## src/rtl/fpga_slave_pkg.sv

```systemverilog
// Shared types and helpers for the fpga_slave UART report/echo path.
package fpga_slave_pkg;

  // Scheduler states: idle, sending a report frame, or sending one echo byte.
  typedef enum logic [1:0] {
    ST_IDLE   = 2'd0,
    ST_REPORT = 2'd1,
    ST_ECHO   = 2'd2
  } sched_state_e;

  // Bytes per report frame: "AD1:hhh\r\nAD2:hhh\r\n".
  localparam int FRAME_LEN = 18;

  localparam logic [7:0] ASC_A     = 8'h41;
  localparam logic [7:0] ASC_D     = 8'h44;
  localparam logic [7:0] ASC_1     = 8'h31;
  localparam logic [7:0] ASC_2     = 8'h32;
  localparam logic [7:0] ASC_COLON = 8'h3A;
  localparam logic [7:0] ASC_CR    = 8'h0D;
  localparam logic [7:0] ASC_LF    = 8'h0A;

  // Uppercase ASCII hex digit for one nibble.
  function automatic logic [7:0] nib2hex(input logic [3:0] nib);
    if (nib < 4'd10) return 8'h30 + {4'h0, nib};
    else             return 8'h37 + {4'h0, nib};
  endfunction

  // Byte at position idx of the report frame for the given voltages.
  function automatic logic [7:0] frame_byte(input logic [4:0]  idx,
                                            input logic [11:0] v1,
                                            input logic [11:0] v2);
    logic [7:0] b;
    b = 8'h00;
    case (idx)
      5'd0:  b = ASC_A;
      5'd1:  b = ASC_D;
      5'd2:  b = ASC_1;
      5'd3:  b = ASC_COLON;
      5'd4:  b = nib2hex(v1[11:8]);
      5'd5:  b = nib2hex(v1[7:4]);
      5'd6:  b = nib2hex(v1[3:0]);
      5'd7:  b = ASC_CR;
      5'd8:  b = ASC_LF;
      5'd9:  b = ASC_A;
      5'd10: b = ASC_D;
      5'd11: b = ASC_2;
      5'd12: b = ASC_COLON;
      5'd13: b = nib2hex(v2[11:8]);
      5'd14: b = nib2hex(v2[7:4]);
      5'd15: b = nib2hex(v2[3:0]);
      5'd16: b = ASC_CR;
      5'd17: b = ASC_LF;
      default: b = 8'h00;
    endcase
    return b;
  endfunction

endpackage

```

## src/rtl/sync_fifo.sv

```systemverilog
// Synchronous FIFO with first-word-fall-through read data and full/empty flags.
// A push while full is accepted only if a pop happens in the same cycle.
module sync_fifo #(
  parameter int WIDTH = 8,
  parameter int DEPTH = 8
) (
  input  logic             sys_clk,
  input  logic             sys_rst,
  input  logic             push,
  input  logic [WIDTH-1:0] din,
  input  logic             pop,
  output logic [WIDTH-1:0] dout,
  output logic             full,
  output logic             empty
);

  localparam int AW = $clog2(DEPTH);
  localparam logic [AW:0] FULL_CNT = DEPTH[AW:0];

  logic [WIDTH-1:0] mem [DEPTH];
  logic [AW-1:0]    wr_ptr;
  logic [AW-1:0]    rd_ptr;
  logic [AW:0]      count;
  logic             do_push;
  logic             do_pop;

  assign full    = (count == FULL_CNT);
  assign empty   = (count == '0);
  assign do_pop  = pop && !empty;
  assign do_push = push && (!full || do_pop);
  assign dout    = mem[rd_ptr];

  // Storage write; contents need no reset because count guards every read.
  always_ff @(posedge sys_clk) begin
    if (do_push) mem[wr_ptr] <= din;
  end

  // Pointer and occupancy bookkeeping.
  always_ff @(posedge sys_clk) begin
    if (sys_rst) begin
      wr_ptr <= '0;
      rd_ptr <= '0;
      count  <= '0;
    end else begin
      if (do_push) wr_ptr <= wr_ptr + 1'b1;
      if (do_pop)  rd_ptr <= rd_ptr + 1'b1;
      case ({do_push, do_pop})
        2'b10:   count <= count + 1'b1;
        2'b01:   count <= count - 1'b1;
        default: count <= count;
      endcase
    end
  end

endmodule

```

## src/rtl/uart_tx_sched.sv

```systemverilog
// Shares one uart_tx between a periodic ADC report frame and an rx echo path.
// Reports take priority; a frame is sent atomically, echo bytes go one at a time.
//
// Handshake toward uart_tx: a byte transfers on a clock edge where
// tx_data_valid and tx_data_ready are both high. Once tx_data_valid rises,
// tx_data holds and tx_data_valid stays high until that transfer (reset aside).
module uart_tx_sched
  import fpga_slave_pkg::*;
#(
  parameter int CLK_FRE    = 100,
  parameter int REPORT_MS  = 1000,
  parameter int FIFO_DEPTH = 8
) (
  input  logic        sys_clk,
  input  logic        sys_rst,
  input  logic        report_en,
  input  logic [11:0] volt_ch1,
  input  logic [11:0] volt_ch2,
  input  logic [7:0]  rx_data,
  input  logic        rx_data_valid,
  output logic [7:0]  tx_data,
  output logic        tx_data_valid,
  input  logic        tx_data_ready,
  output logic        busy,
  output logic        echo_drop,
  output logic        report_ovr
);

  localparam logic [63:0] PERIOD_L = 64'(CLK_FRE) * 64'd1000 * 64'(REPORT_MS);
  localparam logic [31:0] PERIOD   = PERIOD_L[31:0];
  localparam logic [31:0] CNT_LAST = PERIOD - 32'd1;
  localparam logic [4:0]  IDX_LAST = 5'(FRAME_LEN - 1);

  sched_state_e state;
  logic [31:0]  period_cnt;
  logic         tick;
  logic         pend;
  logic         serve;
  logic         handshake;
  logic [4:0]   idx;
  logic [11:0]  snap_v1;
  logic [11:0]  snap_v2;

  logic         fifo_pop;
  logic [7:0]   fifo_dout;
  logic         fifo_full;
  logic         fifo_empty;

  assign tick      = report_en && (period_cnt == CNT_LAST);
  assign serve     = (state == ST_IDLE) && pend;
  assign fifo_pop  = (state == ST_IDLE) && !pend && !fifo_empty;
  assign handshake = tx_data_valid && tx_data_ready;
  assign busy      = (state != ST_IDLE);

  sync_fifo #(
    .WIDTH (8),
    .DEPTH (FIFO_DEPTH)
  ) u_echo_fifo (
    .sys_clk (sys_clk),
    .sys_rst (sys_rst),
    .push    (rx_data_valid),
    .din     (rx_data),
    .pop     (fifo_pop),
    .dout    (fifo_dout),
    .full    (fifo_full),
    .empty   (fifo_empty)
  );

  // Report period counter; held at zero while reports are disabled.
  always_ff @(posedge sys_clk) begin
    if (sys_rst)         period_cnt <= '0;
    else if (!report_en) period_cnt <= '0;
    else if (tick)       period_cnt <= '0;
    else                 period_cnt <= period_cnt + 32'd1;
  end

  // Pending-report flag; a tick that finds an unserved request flags an overrun.
  always_ff @(posedge sys_clk) begin
    if (sys_rst) begin
      pend       <= 1'b0;
      report_ovr <= 1'b0;
    end else begin
      if (tick) begin
        pend <= 1'b1;
        if (pend && !serve) report_ovr <= 1'b1;
      end else if (serve) begin
        pend <= 1'b0;
      end
    end
  end

  // Drop pulse when an rx byte meets a full FIFO that is not draining this cycle.
  always_ff @(posedge sys_clk) begin
    if (sys_rst) echo_drop <= 1'b0;
    else         echo_drop <= rx_data_valid && fifo_full && !fifo_pop;
  end

  // Transmit scheduler: picks report or echo in IDLE and walks the frame.
  always_ff @(posedge sys_clk) begin
    if (sys_rst) begin
      state         <= ST_IDLE;
      tx_data       <= 8'h00;
      tx_data_valid <= 1'b0;
      idx           <= 5'd0;
      snap_v1       <= 12'h000;
      snap_v2       <= 12'h000;
    end else begin
      case (state)
        ST_IDLE: begin
          if (pend) begin
            state         <= ST_REPORT;
            snap_v1       <= volt_ch1;
            snap_v2       <= volt_ch2;
            idx           <= 5'd0;
            tx_data       <= frame_byte(5'd0, volt_ch1, volt_ch2);
            tx_data_valid <= 1'b1;
          end else if (!fifo_empty) begin
            state         <= ST_ECHO;
            tx_data       <= fifo_dout;
            tx_data_valid <= 1'b1;
          end
        end
        ST_REPORT: begin
          if (handshake) begin
            if (idx == IDX_LAST) begin
              tx_data_valid <= 1'b0;
              state         <= ST_IDLE;
            end else begin
              idx     <= idx + 5'd1;
              tx_data <= frame_byte(idx + 5'd1, snap_v1, snap_v2);
            end
          end
        end
        ST_ECHO: begin
          if (handshake) begin
            tx_data_valid <= 1'b0;
            state         <= ST_IDLE;
          end
        end
        default: begin
          tx_data_valid <= 1'b0;
          state         <= ST_IDLE;
        end
      endcase
    end
  end

endmodule

```

## config.mk

```make
export PLATFORM = sky130hd
export DESIGN_NAME = uart_tx_sched
export DESIGN_NICKNAME = d
export VERILOG_FILES = /design/src/rtl/fpga_slave_pkg.sv /design/src/rtl/sync_fifo.sv /design/src/rtl/uart_tx_sched.sv
export SDC_FILE = /design/constraint.sdc
export NUM_CORES = 1
export LEC_CHECK = 0
export CORE_UTILIZATION = 50
export CTS_BUF_LIST = sky130_fd_sc_hd__clkbuf_4 sky130_fd_sc_hd__clkbuf_8
export DETAILED_ROUTE_END_ITERATION = 10
export GPL_ROUTABILITY_DRIVEN = 0
export PLACE_DENSITY = 0.77
export SLEW_MARGIN = 5
export SYNTH_ARGS = -nofsm -noshare
export SYNTH_HDL_FRONTEND = slang
export SYNTH_SLANG_ARGS = --single-unit
```

## constraint.sdc

```tcl
create_clock -name sys_clk -period 4.9 [get_ports sys_clk]
set_input_delay 1.47 -clock sys_clk [delete_from_list [all_inputs] [get_ports sys_clk]]
set_output_delay 1.47 -clock sys_clk [all_outputs]
set_load 0.01 [all_outputs]
```

After elaboration in Yosys (flattened, before gate mapping) --
Memories as Yosys holds them, arrays and structs flattened. A register that Yosys moved wholly into a read port is not among the register bits. Cells that the tools add are included.
Operators by class: $add $sub $neg 18, muxes and demuxes 35, reductions and logical operators 34, eq/ne operators 30, order comparisons 6, bitwise gates (word level) 1
Operators by type and width (number):
- 7-bit one-hot mux with 13 select lines | 1
- 6-bit by 4-bit adder with 7-bit output, first input constant | 12
- 7-bit 2-to-1 mux | 6
- 5-bit by 4-bit equality test with 1-bit output, second input constant | 8
- 32-bit by 1-bit adder with 32-bit output, second input constant | 1
- 32-bit by 27-bit equality test with 1-bit output, second input constant | 1
- 8-bit 2-to-1 mux | 4
- 4-bit less-than comparator, second input constant | 6
- 5-bit by 3-bit equality test with 1-bit output, second input constant | 4
- 8-bit one-hot mux with 2 select lines | 1
- 5-bit equality test, second input constant | 3
- 5-bit 2-to-1 mux | 3
- 4-bit AND reduction | 3
- 5-bit by 2-bit equality test with 1-bit output, second input constant | 2
- 1-bit logical AND | 10
- 2-bit 2-to-1 mux | 5
- 2-bit != test, second input constant | 5
- 5-bit one-hot mux with 2 select lines | 1
- 2-bit OR reduction | 5
- 1-bit 2-to-1 mux | 9
- 4-bit one-hot mux with 2 select lines | 1
- 2-bit nonzero test | 4
- 3-bit by 1-bit adder with 3-bit output, second input constant | 2
- 3-bit 2-to-1 mux | 2
- 18 further kinds | 25
Word-level totals: output and inout port bits 12, logic and storage cells 138, memories 1, register bits 85, input bits 37, RAM bits 64
Memories:
- u_echo_fifo.mem | depth 8, bits a word 8, read ports 1, clocked after Yosys merged registers in 1, wr ports 1, line sync_fifo.sv:20 | logic [WIDTH-1:0] mem [DEPTH];

Longest topological paths before layout --
depth after elaboration 8, gate-level depth with buffers 13, depth with buffers taken out 11

Hierarchy --
A second synthesis with hierarchy kept.
Second synthesis, totals: cells, all modules 766, area total of the unflattened synthesis 7678.6 um^2
Modules (own cells, without submodules):
- uart_tx_sched | times used 1, area each 4475.5 um^2, cells each 590
- sync_fifo | times used 1, area each 3203.1 um^2, cells each 176

Worst setup path before layout --
No wires, ideal clock.
path kind input -> register, start point in rx_data_valid, end point mem u_echo_fifo.mem[2][0] (enable), setup slack 1.644 ns, required time 4.502 ns, arrival 2.858 ns, stages on the path 4, buffers on the path 1, cell sequence and2_1 clkbuf_1 inv_1 nor4b_1
On the way: word-level cells in the longest chain between the ends 3
RTL lines:
- start: declaration | line uart_tx_sched.sv:20 | input logic rx_data_valid,
- 1-bit logical AND | line sync_fifo.sv:30 | assign do_push = push && (!full || do_pop);
- 1-bit 2-to-1 mux | line sync_fifo.sv:35 | if (do_push) mem[wr_ptr] <= din;
- 1-bit 2-to-1 mux (not written as such) | line sync_fifo.sv:35
- end: declaration | line sync_fifo.sv:20
Every way passes these cells.

Worst setup path after layout --
start point in rx_data_valid, end point reg u_echo_fifo.count[3]
On the way: word-level cells in the longest chain between the ends 3, elaborated cells on any way between the ends 5, classes of those cells 2 x eq/ne; 1 x mux; 2 x reduce/logical
RTL lines:
- 1-bit logical AND (*) | line sync_fifo.sv:30
- 2-bit by 1-bit equality test with 1-bit output or 2-bit equality test (tied branches) | line sync_fifo.sv:47 | case ({do_push, do_pop})
- 4-bit one-hot mux with 2 select lines or 2-bit nonzero test (tied branches)
- end signal: assignment | line sync_fifo.sv:48 | 2'b10: count <= count + 1'b1;
- end signal: assignment | line sync_fifo.sv:49 | 2'b01: count <= count - 1'b1;
- end signal: assignment | line sync_fifo.sv:50 | default: count <= count;
- end: declaration | line sync_fifo.sv:23 | logic [AW:0] count;
Every way passes the cells marked *; elsewhere a longest branch is shown, timed or not. A chain may end at the register's enable or synchronous reset.

==> metrics.md <==
| Metric | Value |
|---|---|
| Crit path largest cell delay | `0.47 ns` |
| Async SR Flop Fraction | `0%` |
| Die X | `between 100 and 150 um` |
| Drt wl/cell | `16.60 um` |
| Share of layout cells above drive strength 1 | `9.950%` |
| Clock power frac | `31.7%` |
| Post-route clock period utilization | `68.06%` |
| Worst R2R Setup Slack | `1.75 ns` |
| End point of the critical path | `u_echo_fifo.count[3]$_SDFFE_PP0P_` |
| Worst slew pin tran | `0.9986 ns` |
| Fin worst setup slack | `1.565 ns` |
| TritonRoute pass-1 iters | `7` |
| Crit Path Category | `input port to flop` |
| Power Internal | `2.194 mW` |
| Synth Instances | `~760` |
| Root Driver | `clkbuf_8` |
| Worst R2R End | `tx_data[5]$_SDFFE_PP0P_` |
| Vias in the first global route | `5805` |
| Post-synth top area share | `about a quarter` |
| Post-CTS repair timing setup buffer count | `0` |
| Total gr overflow | `0` |
| Ys flop type | `dfxtp_1` |
| P_sw | `0.9312 mW` |
| Switching part of the total | `29.80%` |
| RSZ-0062 raised after global routing | `false` |
| Via density | `5.888` |
| Initial antenna violation count | `0` |
| DP Worst Slack | `1.107 ns` |
| Setup violators final | `0` |
| H-Tree Depth | `4` |
| Leak pwr | `2.787 nW` |
| Detail Route Antenna Nets | `0` |
| Num CTS Buffers | `17` |
| Largest net degree at the start of global routing | `54` |
| Rel. slew slack | `33.34%` |
| Initial Util | `51.67%` |
| Clock Pin Slew Worst Setup and Hold Paths | `0.09 ns` |
| 1st-iter DRT viols | `377` |
| Seq/Total Area, Yosys | `48.50%` |
| Clk buf depth | `2` |
| Fin. max-slew vios | `0` |
| Syn. warnings | `0` |
| # rows | `between 40 and 50` |
| # resized after CTS | `0` |
| Post-route setup TNS | `0 ns` |
| Worst EP required | `5.29 ns` |
| Vias post-DR | `5817` |
| CP startpoint kind | `input port` |
| Mean area per synthesized cell | `10.02 um^2` |
| Slowest CP cell | `clkdlybuf4s50_1` |
| DP Wirelength | `11650 um` |
| Post-synth net total | `813` |
| Most frequent cells in the layout | `nand2_1, dfxtp_1, nor2_1, edfxtp_1, a21oi_1` |
| GRT Util Overall | `22.07%` |
| Max Cap Viol | `0` |
| Hold Vio Cnt, Final | `0` |
| Yosys cell types | `69` |
| Leading area contributor after synthesis | `edfxtp_1` |
| CTS tree | `built` |
| Top Ports | `49` |
| # fillers | `1182` |
| Worst-case reg-to-reg path depth | `7` |
| CTS sink cnt | `around 150` |
| Tmin final | `3.335 ns` |
| Clk_skew | `between 0.01 and 0.015 ns` |
| # diodes | `0` |
| Leading cell type in the layout, fill and taps excluded | `nand2_1` |
| Logic pwr share | `between 20 and 25%` |
| Hold Crit Class | `flop to flop` |
| Pwr dens | `roughly 360 nW/um^2` |
| CP startpoint | `rx_data_valid` |
| FF+latch count, synth | `152` |
| Core area | `14700 um^2` |
| Critical Path End Type | `flop` |
| CP Cell Sequence | `clkdlybuf4s50_1, and2_1, inv_1, ha_1, ha_1, a21o_1, a21oi_1, xnor2_1, or3_1, a21oi_1` |
| Area Overhead vs Synth | `13.11%` |
| Skew-Pair Late Insertion Delay | `0.46 ns` |
| Max VDD drop | `~0.00016 V` |
| FF-to-FF Start | `idx[0]$_SDFFE_PP0P_` |
| # DRC | `0` |
| Peak Freq | `299.8 MHz` |
| Die Height | `roughly 130 um` |
| Netlist Area Pre-Place | `7595 um^2` |
| Design Power | `3.125 mW` |
| Reg power frac | `between 40% and 50%` |
| Total Routed Length | `16400 um` |
| Status | `finished clean` |
| Fin nets | `846` |
| Hold path depth | `2` |
| # port buffers | `48` |
| Hold-fix buffers, CTS | `0` |
| Arrival time at the worst endpoint | `3.73 ns` |
| Crit-path max FO | `6` |
| Area contributors post-synth | `edfxtp_1, dfxtp_1, nand2_1` |
| First-pass GRT wire length | `27410 um` |
| Die area | `15690 um^2` |
| Post-synth EDFFs | `64` |
==> logic make-up (layout without fill, tap and decap cells) <==
family,count (synthesis),count (layout),share of synthesized area (%)
simple gates,286,286,18.37
compound gates,154,154,13.74
flops,152,152,48.50
buf+inv,72,118,3.970
xor+xnor,47,47,5.519
mux,29,29,6.837
fa+ha+maj,18,18,3.064
==> routing by layer <==
metal  track usage [%]  wire length (um)  share of wire (%)
met4             9.756               467                2.8
met3             5.349               801                4.9
met2             37.36              8074                 49
met1             26.77              7060                 43
met5                 0                 0                  0
==> power by group through the flow <==
stage | clock network (mW) | logic, mW | registers [mW]
floorplan | 0 | 0.484 | 1.47
global placement | 0 | 0.608 | 1.52
detailed placement | 0 | 0.636 | 1.53
CTS | 1.01 | 0.639 | 1.50
global route | 1.06 | 0.709 | 1.51
finish | 0.991 | 0.637 | 1.50
==> synth_stat cells, types with 5 or more instances <==
cell type	number
and2_1	5
edfxtp_1	64
nor2_1	79
a32oi_1	8
nor3_1	17
a22oi_1	5
dfxtp_1	88
mux4_2	11
inv_1	28
nand4_1	9
nand3_1	20
ha_1	17
a21oi_1	55
nand2b_1	5
a211oi_1	7
or2_2	7
mux2_2	8
o22ai_1	6
and3_1	5
nand2_1	90
o21ai_0	20
mux4_1	5
nor4_1	8
mux2i_1	5
buf_2	10
clkbuf_1	27
xnor2_1	29
xor2_1	17
nor2b_1	14
and4b_1	5
==> state kept, by name, indices dropped and copies added (netlist names), named ones only <==
signal,flops
u_echo_fifo.mem,64
period_cnt,32
snap_v1,12
snap_v2,12
tx_data,8
idx,5
u_echo_fifo.count,4
u_echo_fifo.rd_ptr,3
u_echo_fifo.wr_ptr,3
state,2
echo_drop,1
pend,1
report_ovr,1
tx_data_valid,1
==> critical path, delay by kind of cell <==
family	cells	cell delay, ns
buffers and inverters	2	0.60
adders and majority gates	2	0.54
and+or+nand+nor	2	0.51
AOI/OAI and AO/OA	3	0.51
xor gates and xnor gates	1	0.10
==> metrics by stage <==
step / area [um^2] / cells / hold slack, ns / util [%]
2_1_floorplan: 7595 / 758 / 0.4261 / -
3_5_place_dp: 8175 / 956 / 0.4475 / 55.62
3_3_place_gp: 8175 / 956 / 0.4331 / 55.62
6_report: 8591 / 988 / 0.4639 / 58.44
5_1_grt: 8591 / 988 / 0.4897 / 58.44
4_1_cts: 8591 / 988 / 0.4686 / 58.44
==> worst min-delay path by stage <==
stage | start | endpoint | slack (ns)
global route | period_cnt[0]$_SDFF_PP0_ | period_cnt[0]$_SDFF_PP0_ | 0.49
floorplan | period_cnt[0]$_SDFF_PP0_ | period_cnt[0]$_SDFF_PP0_ | 0.43
detailed placement | period_cnt[0]$_SDFF_PP0_ | period_cnt[0]$_SDFF_PP0_ | 0.45
finish | snap_v2[8]$_SDFFE_PP0P_ | snap_v2[8]$_SDFFE_PP0P_ | 0.46
CTS | snap_v2[4]$_SDFFE_PP0P_ | snap_v2[4]$_SDFFE_PP0P_ | 0.47
global placement | period_cnt[0]$_SDFF_PP0_ | period_cnt[0]$_SDFF_PP0_ | 0.43
==> final cells by class <==
cell class	count	area, um^2	share of cell area, %
Clock buffer	17	234.0	2.724
Clock inverter	15	181.4	2.112
Inverter	29	108.9	1.267
Multi-Input combinational cell	534	3610	42.02
Sequential cell	152	3684	42.88
Tap cell	184	230.2	2.680
Timing Repair Buffer	57	543.0	6.321
Note: power is estimated with default switching activity, not from simulation.
